### config.mk
export PLATFORM = sky130hd
export DESIGN_NAME = gen_slot_arbiter
export DESIGN_NICKNAME = d
export VERILOG_FILES = /design/src/rtl/gen_slot_arbiter.sv
export SDC_FILE = /design/constraint.sdc
export NUM_CORES = 1
export LEC_CHECK = 0
export BUFFER_PORTS_ARGS = -buffer_cell sky130_fd_sc_hd__buf_2
export CORE_MARGIN = 1.5
export CORE_UTILIZATION = 45
export CTS_CLUSTER_DIAMETER = 40
export DETAILED_ROUTE_END_ITERATION = 6
export MAX_ROUTING_LAYER = met4
export PLACE_DENSITY = 0.68
export SYNTH_ARGS = -nofsm -noshare
export SYNTH_HDL_FRONTEND = slang
export SYNTH_SLANG_ARGS = --single-unit
### constraint.sdc
create_clock -name clk -period 4.99 [get_ports clk]
set_input_delay 0.7485 -clock clk [delete_from_list [all_inputs] [get_ports clk]]
set_output_delay 0.7485 -clock clk [all_outputs]
set_load 0.01 [all_outputs]
### src/rtl/gen_slot_arbiter.sv
// gen_slot_arbiter: round-robin arbiter that shares one downstream resource
// among NREQ generate-loop slots. Each ownership is followed by a one-cycle
// RELEASE turnaround and a return to IDLE, where the next owner is chosen.
// Optional build macro: GEN_SLOT_ARB_TIMEOUT_EN adds a MAXHOLD limit on each
// grant and a timeout pulse when that limit alone ends a grant.
module gen_slot_arbiter #(
    parameter int unsigned NREQ    = 3,
    parameter int unsigned IDW     = 2,
    parameter int unsigned MAXHOLD = 15,
    parameter int unsigned HOLDW   = 4
) (
    input  logic            clk,
    input  logic            rst_n,
    input  logic [NREQ-1:0] req,
    input  logic            rel,
    output logic [NREQ-1:0] gnt,
    output logic [IDW-1:0]  gnt_id,
    output logic            busy,
    output logic            timeout
);

    localparam int unsigned SW = (NREQ > 1) ? $clog2(NREQ) : 1;

    // Reject parameter sets that cannot represent an owner or a hold count
    if ((2 ** IDW) < NREQ) begin : g_bad_idw
        $error("gen_slot_arbiter: IDW too narrow for NREQ");
    end
    if ((2 ** HOLDW) <= MAXHOLD) begin : g_bad_holdw
        $error("gen_slot_arbiter: HOLDW too narrow for MAXHOLD");
    end

    typedef enum logic [1:0] {
        ST_IDLE    = 2'd0,
        ST_GRANT   = 2'd1,
        ST_RELEASE = 2'd2
    } state_e;

    state_e            state_q, state_d;
    logic [NREQ-1:0]   gnt_q, gnt_d;
    logic [IDW-1:0]    gnt_id_q, gnt_id_d;
    logic [IDW-1:0]    ptr_q, ptr_d;
    logic              busy_q, busy_d;

    logic              found_c;
    logic [IDW-1:0]    winner_c;
    logic              own_req_c;
    logic              hold_hit_c;

`ifdef GEN_SLOT_ARB_TIMEOUT_EN
    logic [HOLDW-1:0]  cnt_q, cnt_d;
    logic              timeout_q, timeout_d;
`endif

    // Round-robin search starting just after the last owner
    always_comb begin
        found_c  = 1'b0;
        winner_c = '0;
        for (int unsigned k = 0; k < NREQ; k++) begin
            int unsigned cand;
            cand = (32'(ptr_q) + 32'd1 + k) % NREQ;
            if (!found_c && req[SW'(cand)]) begin
                found_c  = 1'b1;
                winner_c = IDW'(cand);
            end
        end
    end

    // Current owner still requesting (gnt is one-hot, so a mask suffices)
    assign own_req_c = |(req & gnt_q);

`ifdef GEN_SLOT_ARB_TIMEOUT_EN
    assign hold_hit_c = (cnt_q == HOLDW'(MAXHOLD));
`else
    assign hold_hit_c = 1'b0;
`endif

    // Next-state and registered-output logic
    always_comb begin
        state_d  = state_q;
        gnt_d    = gnt_q;
        gnt_id_d = gnt_id_q;
        ptr_d    = ptr_q;
        busy_d   = busy_q;
`ifdef GEN_SLOT_ARB_TIMEOUT_EN
        cnt_d     = cnt_q;
        timeout_d = 1'b0;
`endif
        unique case (state_q)
            ST_IDLE: begin
                if (found_c) begin
                    state_d  = ST_GRANT;
                    gnt_d    = NREQ'(1) << winner_c;
                    gnt_id_d = winner_c;
                    ptr_d    = winner_c;
                    busy_d   = 1'b1;
`ifdef GEN_SLOT_ARB_TIMEOUT_EN
                    cnt_d    = HOLDW'(1);
`endif
                end
            end
            ST_GRANT: begin
                if (rel || !own_req_c || hold_hit_c) begin
                    state_d  = ST_RELEASE;
                    gnt_d    = '0;
                    gnt_id_d = '0;
                    busy_d   = 1'b0;
`ifdef GEN_SLOT_ARB_TIMEOUT_EN
                    cnt_d     = '0;
                    timeout_d = hold_hit_c && !rel && own_req_c;
`endif
                end else begin
`ifdef GEN_SLOT_ARB_TIMEOUT_EN
                    if (cnt_q != {HOLDW{1'b1}}) begin
                        cnt_d = cnt_q + HOLDW'(1);
                    end
`endif
                end
            end
            ST_RELEASE: begin
                state_d  = ST_IDLE;
                gnt_d    = '0;
                gnt_id_d = '0;
                busy_d   = 1'b0;
`ifdef GEN_SLOT_ARB_TIMEOUT_EN
                cnt_d    = '0;
`endif
            end
            default: begin
                state_d  = ST_IDLE;
                gnt_d    = '0;
                gnt_id_d = '0;
                busy_d   = 1'b0;
            end
        endcase
    end

    // State and output registers with synchronous active-low reset
    always_ff @(posedge clk) begin
        if (!rst_n) begin
            state_q  <= ST_IDLE;
            gnt_q    <= '0;
            gnt_id_q <= '0;
            ptr_q    <= IDW'(NREQ - 1);
            busy_q   <= 1'b0;
        end else begin
            state_q  <= state_d;
            gnt_q    <= gnt_d;
            gnt_id_q <= gnt_id_d;
            ptr_q    <= ptr_d;
            busy_q   <= busy_d;
        end
    end

`ifdef GEN_SLOT_ARB_TIMEOUT_EN
    // Hold counter and timeout pulse registers
    always_ff @(posedge clk) begin
        if (!rst_n) begin
            cnt_q     <= '0;
            timeout_q <= 1'b0;
        end else begin
            cnt_q     <= cnt_d;
            timeout_q <= timeout_d;
        end
    end

    assign timeout = timeout_q;
`else
    assign timeout = 1'b0;
`endif

    assign gnt    = gnt_q;
    assign gnt_id = gnt_id_q;
    assign busy   = busy_q;

endmodule
==> results of run 1 <==
## cell usage after synthesis
library cell,n,area [µm²]
a222oi_1,1,10.01
or2_2,1,6.260
o32ai_2,1,16.27
clkbuf_1,1,3.750
nand4_1,1,6.260
ha_1,4,50.05
buf_4,1,7.510
nand3_1,2,10.01
nor3b_1,2,15.01
mux2_1,1,11.26
nand2_1,3,11.26
and3b_1,1,8.760
conb_1,1,3.750
a21boi_0,2,15.01
o2111a_1,1,11.26
inv_1,4,15.01
a32oi_2,1,16.27
nor4bb_1,1,10.01
a31oi_1,1,6.260
and2b_1,1,7.510
or2_1,2,12.51
dfxtp_1,9,180.2
a21oi_1,2,10.01
nor2b_1,2,12.51
nand2_2,1,6.260
o21ai_2,1,8.760
nor2_1,3,11.26
nand3b_1,1,7.510
and2b_4,1,10.01
o2bb2ai_1,1,8.760
a21boi_1,3,22.52
o21ai_0,2,10.01
o21a_1,7,52.55
o211ai_1,1,7.510
## placed cells by master (no fill, tap or decap), types with 2 or more instances in the layout
master | Yosys | final
nand2_1 | 3 | 3
nor2b_1 | 2 | 2
inv_1 | 4 | 4
or2_1 | 2 | 2
clkbuf_4 | 0 | 3
a21boi_0 | 2 | 2
o21ai_0 | 2 | 2
a21oi_1 | 2 | 2
nor2_1 | 3 | 3
a21boi_1 | 3 | 3
nand3_1 | 2 | 2
o21a_1 | 7 | 7
nor3b_1 | 2 | 2
dfxtp_1 | 9 | 9
buf_2 | 0 | 11
ha_1 | 4 | 4
## final cells by class
type                       count  area share
sequential                     9      0.2613
multi-input combinational     52      0.5735
clock buffer                   4     0.03811
inverter                       4     0.02178
tap                           14     0.02541
timing repair buffer          11     0.07985
## metal layers
metal | share of wire | GRT usage
met1 | 0.49 | 0.2561
met5 | 0 | -
met3 | 0.059 | 0.01705
met2 | 0.42 | 0.2664
met4 | 0.033 | 0.1552
## worst register-to-register path, delay by kind of cell, from the launching register on
kind | cells | cell delay (ns)
buf+inv | 1 | 0.08
flops | 1 | 0.38
simple gates | 2 | 0.52
compound gates | 3 | 0.67
fa+ha+maj | 1 | 0.36
## path summary, 6_finish.rpt
| check | endpoint | slack [ns] | depth (start not counted) |
|---|---|---|---|
| max | gnt_id[0] | 2.94 | 7 |
| min | state_q[1] | 0.47 | 1 |
| max reg2reg | gnt_id[0] | 2.94 | 7 |
| min reg2reg | state_q[1] | 0.47 | 1 |
## cells by family (layout without fill, tap and decap cells)
| group | Yosys count | count (layout) | share of synthesized area |
|---|---|---|---|
| multiplexers | 1 | 1 | 0.01871 |
| other | 1 | 1 | 0.006231 |
| AO/OA/AOI/OAI | 24 | 24 | 0.3243 |
| flip-flops | 9 | 9 | 0.2994 |
| adder cells (fa/ha/maj) | 4 | 4 | 0.08316 |
| AND/OR/NAND/NOR | 22 | 22 | 0.2245 |
| buffers and inverters | 6 | 19 | 0.04365 |
## per-stage QoR
step,util,hold slack (ns),setup WS [ns],instance area (µm²)
after floorplan,-,0.4266,3.132,601.8
final,0.5887,0.4657,2.944,689.4
after CTS,0.5887,0.4656,2.960,689.4
after detailed placement,0.5662,0.4564,2.983,663.1
after global routing,0.5887,0.4985,2.809,689.4
after global placement,0.5662,0.4487,2.973,663.1
## power by group through the flow
stage,Combinational [mW],Sequential (mW),Clock [mW]
2_1_floorplan,0.185,0.127,0
3_3_place_gp,0.248,0.120,0
3_5_place_dp,0.249,0.121,0
4_1_cts,0.251,0.119,0.0585
5_1_grt,0.274,0.123,0.0613
6_report,0.253,0.119,0.0579
## sequential cells by signal, indices dropped and copies added, names as in the netlist
signal   count
busy         1
state_q      1
gnt_id       2
ptr_q        2
gnt          3
==> metrics.md, run 1 <==
| Metric | Value |
|---|---|
| Outcome | `completed` |
| Mapped Avg Cell Area | `8.982 µm²` |
| Post-route insts no fill | `94` |
| Switching Share | `0.4321` |
| CTS buffer count | `3` |
| Crit-path cells | `inv_1, ha_1, or2_1, a32oi_2, nand4_1, a21boi_0, o21a_1` |
| Pin count of the biggest net entering global routing | `11` |
| Residual DRC | `0` |
| Tcrit/Tclk final | `0.4100` |
| Post-Syn Area | `601.8 µm²` |
| Die area | `1566 µm²` |
| CTS tree | `yes` |
| Synth Warn # | `0` |
| Initial DRC Count | `7` |
| All-Layer GR Usage | `0.1939` |
| Fin. Hold Viols | `0` |
| Skew-Pair Late Insertion Delay | `0.27 ns` |
| Die height | `39.57 µm` |
| Max Cap Viol | `0` |
| Initial antenna violation count | `0` |
| Via Count | `554` |
| Worst Hold Class | `reg2reg` |
| Clock power frac | `0.135` |
| Die width | `39.57 µm` |
| CTS sink cnt | `9` |
| Fillers | `117` |
| Post-CTS resize count | `0` |
| Final Power | `429.9 µW` |
| Clock transition at path regs | `0.06 ns` |
| Port-buffer cells | `11` |
| Post-DP HPWL | `959.3 µm` |
| Worst-path fanout max | `7` |
| First drt pass iteration count | `5` |
| Vias in the first global route | `467` |
| Post-CTS Setup Inserts | `0` |
| Static Leakage | `0.3006 nW` |
| Pwr per Cell Area | `623.6 nW/µm²` |
| Post-DRT Antenna Nets | `0` |
| Gate power share | `0.588` |
| Peak VDD IR | `0.3231 mV` |
| Family with the most delay on the worst path | `compound AO/OA/AOI/OAI gates` |
| CP bufs+invs | `1` |
| Placed insts | `90` |
| Layout cells sized above 1 | `0.2500` |
| Fmax | `0.4888 GHz` |
| R2r startpoint | `ptr_q[0]` |
| Startpoint types | `register` |
| WP data required | `5.20 ns` |
| Area of the multi-input gates | `395.4 µm²` |
| H-tree levels | `1` |
| First-pass GRT wire length | `1938 µm` |
| Core Box Area | `1171 µm²` |
| RSZ-0062 raised after global routing | `false` |
| Final Max Tran Viols | `0` |
| WP data arrival | `2.25 ns` |
| Fin crit period | `2.046 ns` |
| Syn_nets | `77` |
| Worst Setup SP | `ptr_q[0]` |
| Initial Util | `0.5139` |
| Total wire length | `1281 µm` |
| N_diodes | `0` |
| CTS max path bufs | `2` |
| Setup TNS Final | `0 ns` |
| Number of synthesized register bits | `9` |
| Netlist cell types | `34` |
| Sequential area share after synthesis | `0.2994` |
| Fin nets | `91` |
| GPL Wtd Cong | `0.8770` |
| HP Start | `state_q[1]` |
| Int Pwr | `244.2 µW` |
| Via density | `5.894` |
| Wirelength per Cell | `13.63 µm` |
| Area Growth Syn to Fin | `14.55%` |
| Largest stage delay, worst path | `0.38 ns` |
| Worst path slowest cell | `dfxtp_1` |
| Boundary Pins | `13` |
| Endpoints failing setup | `0` |
| Row count | `12` |
| Clock Tree Root | `clkbuf_4` |
| CP Capture Type | `register` |
| Sequential Area | `180.2 µm²` |
| P_sw | `185.7 µW` |
| Flop pwr share | `0.277` |
| Worst Skew | `0.004727 ns` |
| WS Path Type | `reg2reg` |
| Hold_buf cts | `0` |
| Gr ovfl total | `0` |
| Cells after Synth | `67` |
Power figures use the tool's default switching activity.
==> run 2: changes to the inputs <==
ABC_AREA = 1   (was default)
PLACE_DENSITY = 0.7   (was 0.68)
clock period = 1.85 ns   (was 4.99 ns; I/O delays follow)
==> run 2 against run 1 <==
Compared with the run above: cell area increased by 10%; wire length shrank 2.8%; via count increased by 7.6%; sequential share of layout area decreased by 2.4 points; highest routed layer unchanged; final cell count up 29%; sequential power rose to 2.9 times the previous value; register-to-register slack worse by 2.8 ns; non-clock buffer count is the same; synthesized cell count grew 39%; critical path depth up 4; first-iteration DRC count up 71%; global-route usage fell by 0.99 points.
==> metrics.md, run 2 <==
| Metric | Value |
|---|---|
| Outcome | `completed` |
| Gate power share | `0.683 (+0.095)` |
| Area Growth Syn to Fin | `14.77%` |
| Core Box Area | `1334 µm² (+14%)` |
| Netlist cell types | `22 (-35%)` |
| Clock Tree Root | `clkbuf_4` |
| Initial Util | `0.4953 (-0.01858)` |
| Final Max Tran Viols | `0 (unchanged)` |
| First-pass GRT wire length | `1890 µm (-2.5%)` |
| Startpoint types | `register` |
| Via Count | `596 (+7.6%)` |
| Placed insts | `117 (+30%)` |
| N_diodes | `0 (unchanged)` |
| Port-buffer cells | `11 (unchanged)` |
| CTS sink cnt | `9 (unchanged)` |
| Hold_buf cts | `0 (unchanged)` |
| Sequential area share after synthesis | `0.2727 (-0.02665)` |
| WP data arrival | `1.82 ns (-0.43 ns)` |
| Synth Warn # | `0 (unchanged)` |
| Peak VDD IR | `0.8555 mV (+160%)` |
| Initial DRC Count | `12 (+5)` |
| Worst Hold Class | `in2reg` |
| Worst R2R Setup Slack | `0.18 ns (-2.76 ns)` |
| CTS tree | `yes` |
| Largest stage delay, worst path | `0.38 ns (about the same)` |
| Row count | `13 (+1)` |
| Fin. Hold Viols | `0 (unchanged)` |
| WS Path Type | `reg2reg` |
| Skew-Pair Late Insertion Delay | `0.27 ns (about the same)` |
| Post-DP HPWL | `1058 µm (+10%)` |
| Worst-path fanout max | `8 (+1)` |
| CTS buffer count | `3 (unchanged)` |
| Endpoints failing setup | `0 (unchanged)` |
| Min-Delay Endpoint | `ptr_q[1]` |
| All-Layer GR Usage | `0.1840 (-0.009939)` |
| CP Capture Type | `register` |
| WP data required | `2.00 ns (-3.20 ns)` |
| RSZ-0062 raised after global routing | `false` |
| Mapped Avg Cell Area | `7.104 µm² (-21%)` |
| Top post-synthesis cells by area | `dfxtp_1 (27%), nand2_1 (10%), inv_1 (9.7%), ha_1 (7.6%), nand3_1 (6.1%)` |
| Static Leakage | `0.3797 nW (+26%)` |
| GPL Wtd Cong | `0.8773 (about the same)` |
| Flop pwr share | `0.220 (-0.057)` |
| Largest register FFs | `3 (unchanged)` |
| First drt pass iteration count | `4 (-1)` |
| Most common cell after layout, fill and taps aside | `nand2_1` |
| Cells after Synth | `93 (+39%)` |
| Boundary Pins | `13 (unchanged)` |
| R2r startpoint | `ptr_q[0]` |
| Setup TNS Final | `0 ns (unchanged)` |
| CTS max path bufs | `2 (unchanged)` |
| Wirelength per Cell | `10.29 µm (-24%)` |
| Top FF cell, synth | `dfxtp_1` |
| Dominant cell type by area after synthesis | `dfxtp_1` |
| H-tree levels | `1 (unchanged)` |
| Die width | `41.32 µm (+4.4%)` |
| Fmax | `0.6000 GHz (+23%)` |
| Final Power | `1.549 mW (+260%)` |
| P_sw | `784.7 µW (+320%)` |
| Most frequent cells in the layout | `nand2_1 (18), inv_1 (17), buf_2 (11), dfxtp_1 (9), nand3_1 (8)` |
| Top post-synthesis cells by count | `nand2_1 (18), inv_1 (17), dfxtp_1 (9)` |
| Post-synth EDFFs | `0 (unchanged)` |
| FF-to-FF End | `gnt[0]` |
| Initial antenna violation count | `0 (unchanged)` |
| Pin count of the biggest net entering global routing | `9 (-2)` |
| Number of synthesized register bits | `9 (unchanged)` |
| Residual DRC | `0 (unchanged)` |
| HP Start | `rst_n` |
| Post-DRT Antenna Nets | `0 (unchanged)` |
| Family with the most delay on the worst path | `simple AND/OR/NAND/NOR gates` |
| Layout cells sized above 1 | `0.3113 (+0.06132)` |
| Clock transition at path regs | `0.06 ns (about the same)` |
| Max Cap Viol | `0 (unchanged)` |
| Int Pwr | `764.8 µW (+210%)` |
| CP bufs+invs | `2 (+1)` |
| Pwr per Cell Area | `2044 nW/µm² (+230%)` |
| Die area | `1707 µm² (+9.0%)` |
| Top cell type's share of synthesized area | `0.2727 (-0.02665)` |
| Post-route insts no fill | `121 (+29%)` |
| Total wire length | `1245 µm (-2.8%)` |
| Finished Cell Area | `758.2 µm² (+10%)` |
| Count leader, synth | `nand2_1` |
| Vias in the first global route | `459 (-1.7%)` |
| Worst path slowest cell | `dfxtp_1` |
| Switching Share | `0.5064 (+0.07436)` |
| Gr ovfl total | `0 (unchanged)` |
| Post-CTS Setup Inserts | `0 (unchanged)` |
| Fraction of registers with async set/reset | `0 (unchanged)` |
| Via density | `4.926 (-16%)` |
| Post-Syn Area | `660.6 µm² (+9.8%)` |
| Hold depth | `2 (+1)` |
| Syn_nets | `103 (+34%)` |
| Area after DPL | `715.7 µm² (+7.9%)` |
| Reg2Reg Depth | `11 (+4)` |
| Die height | `41.32 µm (+4.4%)` |
| Worst Skew | `0.008048 ns (+0.003320 ns)` |
| Crit-path cells | `inv_1, ha_4, inv_4, nand2_4, nand3_2, nand2_4, nand3_2, nor2_2, nor2_1, nand3_1, a21oi_2` |
| Fin nets | `117 (+29%)` |
| Fin crit period | `1.667 ns (-0.3790 ns)` |
| Hold slack final | `0.2416 ns (-0.2240 ns)` |
| Tcrit/Tclk final | `0.9010 (+0.4910)` |
| Clock power frac | `0.097 (-0.038)` |
run 2: cell count changes after synthesis, sizes merged, moves of 2 or more:
cell / change
nor3: +2
inv: +14
o21ai: +2
a21boi: -5
nand3: +10
nor2b: -2
or2: -3
nor3b: -2
a21oi: +5
nor2: +5
and2b: -2
nand2: +20
o21a: -7
run 2: through the flow:
stage | utilization | setup WS (ns)
6_report | 0.5685 | 0.1832
2_1_floorplan | - | 0.2325
4_1_cts | 0.5563 | 0.006940
5_1_grt | 0.5685 | 0.01104
3_3_place_gp | 0.5366 | 0.06362
3_5_place_dp | 0.5366 | 0.01099
run 2: cell type report:
cell class,count,area (µm²)
Clock buffer,4,26.28
Fill cell,137,575.6
Inverter,18,70.07
Multi-Input combinational cell,64,407.9
Sequential cell,9,180.2
Tap cell,15,18.77
Timing Repair Buffer,11,55.05
run 2: worst max-delay path by stage:
stage / start / endpoint / slack (ns) / depth (start not counted)
6_report: ptr_q[0] / gnt[0] / 0.18 / 11
5_1_grt: ptr_q[0] / gnt[1] / 0.01 / 10
4_1_cts: ptr_q[0] / gnt_id[0] / 0.007 / 9
3_5_place_dp: ptr_q[0] / gnt_id[0] / 0.01 / 9
3_3_place_gp: ptr_q[0] / gnt_id[0] / 0.06 / 9
2_1_floorplan: ptr_q[0] / ptr_q[1] / 0.23 / 9
run 2: logic make-up (layout without fill, tap and decap cells):
family | Yosys count | count (layout) | share of synthesized area
AND/OR/NAND/NOR | 46 | 46 | 0.3750
AO/OA/AOI/OAI | 13 | 13 | 0.1364
flip-flops | 9 | 9 | 0.2727
adder cells (fa/ha/maj) | 4 | 4 | 0.07576
other | 1 | 1 | 0.005676
buffers and inverters | 20 | 33 | 0.1345
run 2: repair_timing:
item                                    4_1_cts  5_1_grt
endpoints found under the setup margin        0        8
gates resized for setup                       0        3
endpoints found under the hold margin         0        0
run 2: per-layer routing:
layer / part of all wire / global-route usage
met5: 0 / -
met4: 0.012 / 0.04839
met3: 0.052 / 0.09574
met2: 0.50 / 0.2695
met1: 0.43 / 0.2215
run 2: power by group through the flow:
stage	Clock [mW]	Sequential (mW)	Combinational, mW
final	0.150	0.341	1.06
after global routing	0.164	0.354	1.18
after CTS	0.155	0.337	1.01
after detailed placement	0	0.341	1.01
after global placement	0	0.337	0.984
after floorplan	0	0.360	0.825
==> run 3: changes to the inputs <==
CELL_PAD_IN_SITES_DETAIL_PLACEMENT = 0   (was default)
CELL_PAD_IN_SITES_GLOBAL_PLACEMENT = 1   (was default)
CORE_UTILIZATION = 33   (was 45)
PLACE_DENSITY = default   (was 0.7)
PLACE_DENSITY_LB_ADDON = 0.1   (was default)
==> run 3 against run 2 <==
Compared with the run above: global-route usage decreased by 4.7 points; utilization is 17 points lower; largest cell class unchanged; register-to-register slack hardly changed; cell area increased by 1.7%; sequential cell count stayed put; via count down 4.4%; sequential share of layout area fell by 0.39 points; power shrank 1.1%; clock power is 3% lower; setup slack worse by 0.012 ns.
==> metrics.md, run 3 (same netlist as run 2, synthesis figures left out) <==
| Metric | Value |
|---|---|
| Core Box Area | `1922 µm² (+44%)` |
| FF-to-FF End | `gnt_id[1]` |
| Post-CTS Setup Inserts | `0 (unchanged)` |
| Area Growth Syn to Fin | `16.67%` |
| Reg2Reg Depth | `10 (-1)` |
| Post-DP HPWL | `1133 µm (+7.0%)` |
| CTS sink cnt | `9 (unchanged)` |
| R2r startpoint | `ptr_q[0]` |
| Layout cells sized above 1 | `0.3178 (+0.006436)` |
| Hold slack final | `0.2567 ns (+0.01512 ns)` |
| Gr ovfl total | `0 (unchanged)` |
| Most used cell, CP | `nand2_4` |
| Total wire length | `1316 µm (+5.7%)` |
| H-tree levels | `1 (unchanged)` |
| Clock transition at path regs | `0.06 ns (about the same)` |
| RSZ-0062 raised after global routing | `false` |
| Clock Tree Root | `clkbuf_4` |
| Die width | `47.74 µm (+16%)` |
| Setup TNS Final | `0 ns (unchanged)` |
| WP data arrival | `1.86 ns (+0.04 ns)` |
| Via density | `4.254 (-14%)` |
| Hold depth | `2 (unchanged)` |
| Family with the most delay on the worst path | `adder cells` |
| Worst-path fanout max | `8 (unchanged)` |
| Worst path slowest cell | `ha_2` |
| Largest register FFs | `3 (unchanged)` |
| Outcome | `completed` |
| Crit-path cells | `inv_1, ha_2, inv_4, nand2_4, nand3_2, nand2_4, nand3_4, o21ai_4, nand2_1, a21oi_1` |
| Clock power frac | `0.095 (-0.002)` |
| Initial Util | `0.3438 (-0.1516)` |
| Worst Skew | `0.004310 ns (-0.003738 ns)` |
| Final Max Tran Viols | `0 (unchanged)` |
| Fin crit period | `1.678 ns (+0.01160 ns)` |
| Worst Hold Class | `in2reg` |
| Most frequent cells in the layout | `nand2_1 (18), inv_1 (17), buf_2 (11), dfxtp_1 (9), nand3_1 (8)` |
| CP bufs+invs | `2 (unchanged)` |
| Startpoint types | `register` |
| Wirelength per Cell | `9.821 µm (-4.6%)` |
| Initial DRC Count | `5 (-7)` |
| First-pass GRT wire length | `2035 µm (+7.7%)` |
| Int Pwr | `751.3 µW (-1.8%)` |
| First drt pass iteration count | `4 (unchanged)` |
| Residual DRC | `0 (unchanged)` |
| Worst R2R Setup Slack | `0.17 ns (about the same)` |
| Via Count | `570 (-4.4%)` |
| Fin nets | `118 (+0.85%)` |
| Die height | `47.74 µm (+16%)` |
| Pin count of the biggest net entering global routing | `9 (unchanged)` |
| Fin. Hold Viols | `0 (unchanged)` |
| Flop pwr share | `0.215 (-0.005)` |
| All-Layer GR Usage | `0.1365 (-0.04746)` |
| P_sw | `781.4 µW (-0.42%)` |
| Gate power share | `0.690 (+0.007)` |
| Post-DRT Antenna Nets | `0 (unchanged)` |
| Fmax | `0.5958 GHz (-0.69%)` |
| CTS tree | `yes` |
| Pwr per Cell Area | `1989 nW/µm² (-2.7%)` |
| Hold_buf cts | `0 (unchanged)` |
| Row count | `16 (+3)` |
| Skew-Pair Late Insertion Delay | `0.25 ns (-0.02 ns)` |
| Most common cell after layout, fill and taps aside | `nand2_1` |
| Max Cap Viol | `0 (unchanged)` |
| Boundary Pins | `13 (unchanged)` |
| Tcrit/Tclk final | `0.9072 (+0.006268)` |
| Switching Share | `0.5098 (+0.003408)` |
| CTS max path bufs | `2 (unchanged)` |
| Peak VDD IR | `0.8511 mV (-0.52%)` |
| CP Capture Type | `register` |
| N_diodes | `0 (unchanged)` |
| HP Start | `rst_n` |
| Vias in the first global route | `485 (+5.7%)` |
| Largest stage delay, worst path | `0.43 ns (+0.05 ns)` |
| WP data required | `2.03 ns (+0.03 ns)` |
| Endpoints failing setup | `0 (unchanged)` |
| Static Leakage | `0.3828 nW (+0.83%)` |
| Die area | `2279 µm² (+34%)` |
| WS Path Type | `reg2reg` |
| Port-buffer cells | `11 (unchanged)` |
| GPL Wtd Cong | `0.7983 (-9.0%)` |
| CTS buffer count | `3 (unchanged)` |
| Min-Delay Endpoint | `ptr_q[1]` |
| Initial antenna violation count | `0 (unchanged)` |
[run 3: repair_timing]
item / in CTS / in global routing
setup endpoints to repair: 0 / 7
endpoints found under the hold margin: 0 / 0
resized for setup: 0 / 2
[run 3: per-stage QoR]
| step | instances | area, µm² | util | worst slack [ns] | power, mW |
|---|---|---|---|---|---|
| 5_1_grt | 134 | 770.7 | 0.4010 | 0.01681 | 1.691 |
| 3_3_place_gp | 130 | 738.2 | 0.3841 | 0.01925 | 1.377 |
| 2_1_floorplan | 93 | 660.6 | - | 0.2325 | 1.185 |
| 4_1_cts | 134 | 764.5 | 0.3978 | 0.04151 | 1.527 |
| 6_report | 134 | 770.7 | 0.4010 | 0.1716 | 1.533 |
| 3_5_place_dp | 130 | 738.2 | 0.3841 | 0.04490 | 1.372 |
[run 3: routing by layer]
metal,global-route usage,up-vias,wire length (µm)
li1,-,316,-
met1,0.1719,247,639
met2,0.2027,5,632
met3,0.05660,2,37
met4,0.03243,0,7
met5,-,-,0
[run 3: power groups by stage]
stage	Sequential, mW	Combinational [mW]	Clock, mW
2_1_floorplan	0.360	0.825	0
4_1_cts	0.330	1.04	0.157
6_report	0.329	1.06	0.145
3_5_place_dp	0.334	1.04	0
5_1_grt	0.342	1.19	0.163
3_3_place_gp	0.332	1.05	0
[run 3: area by class of cell]
type / count / area [µm²]
Inverter: 18 / 70.07
Timing Repair Buffer: 12 / 62.56
Tap cell: 27 / 33.78
Multi-Input combinational cell: 64 / 397.9
Sequential cell: 9 / 180.2
Fill cell: 231 / 1151
Clock buffer: 4 / 26.28
[run 3: worst max path at each step]
stage | startpoint | to | cells after the start
2_1_floorplan | ptr_q[0] | ptr_q[1] | 9
3_3_place_gp | ptr_q[0] | ptr_q[0] | 8
3_5_place_dp | ptr_q[0] | ptr_q[0] | 8
4_1_cts | ptr_q[0] | ptr_q[0] | 8
5_1_grt | ptr_q[0] | ptr_q[1] | 9
6_report | ptr_q[0] | gnt_id[1] | 10
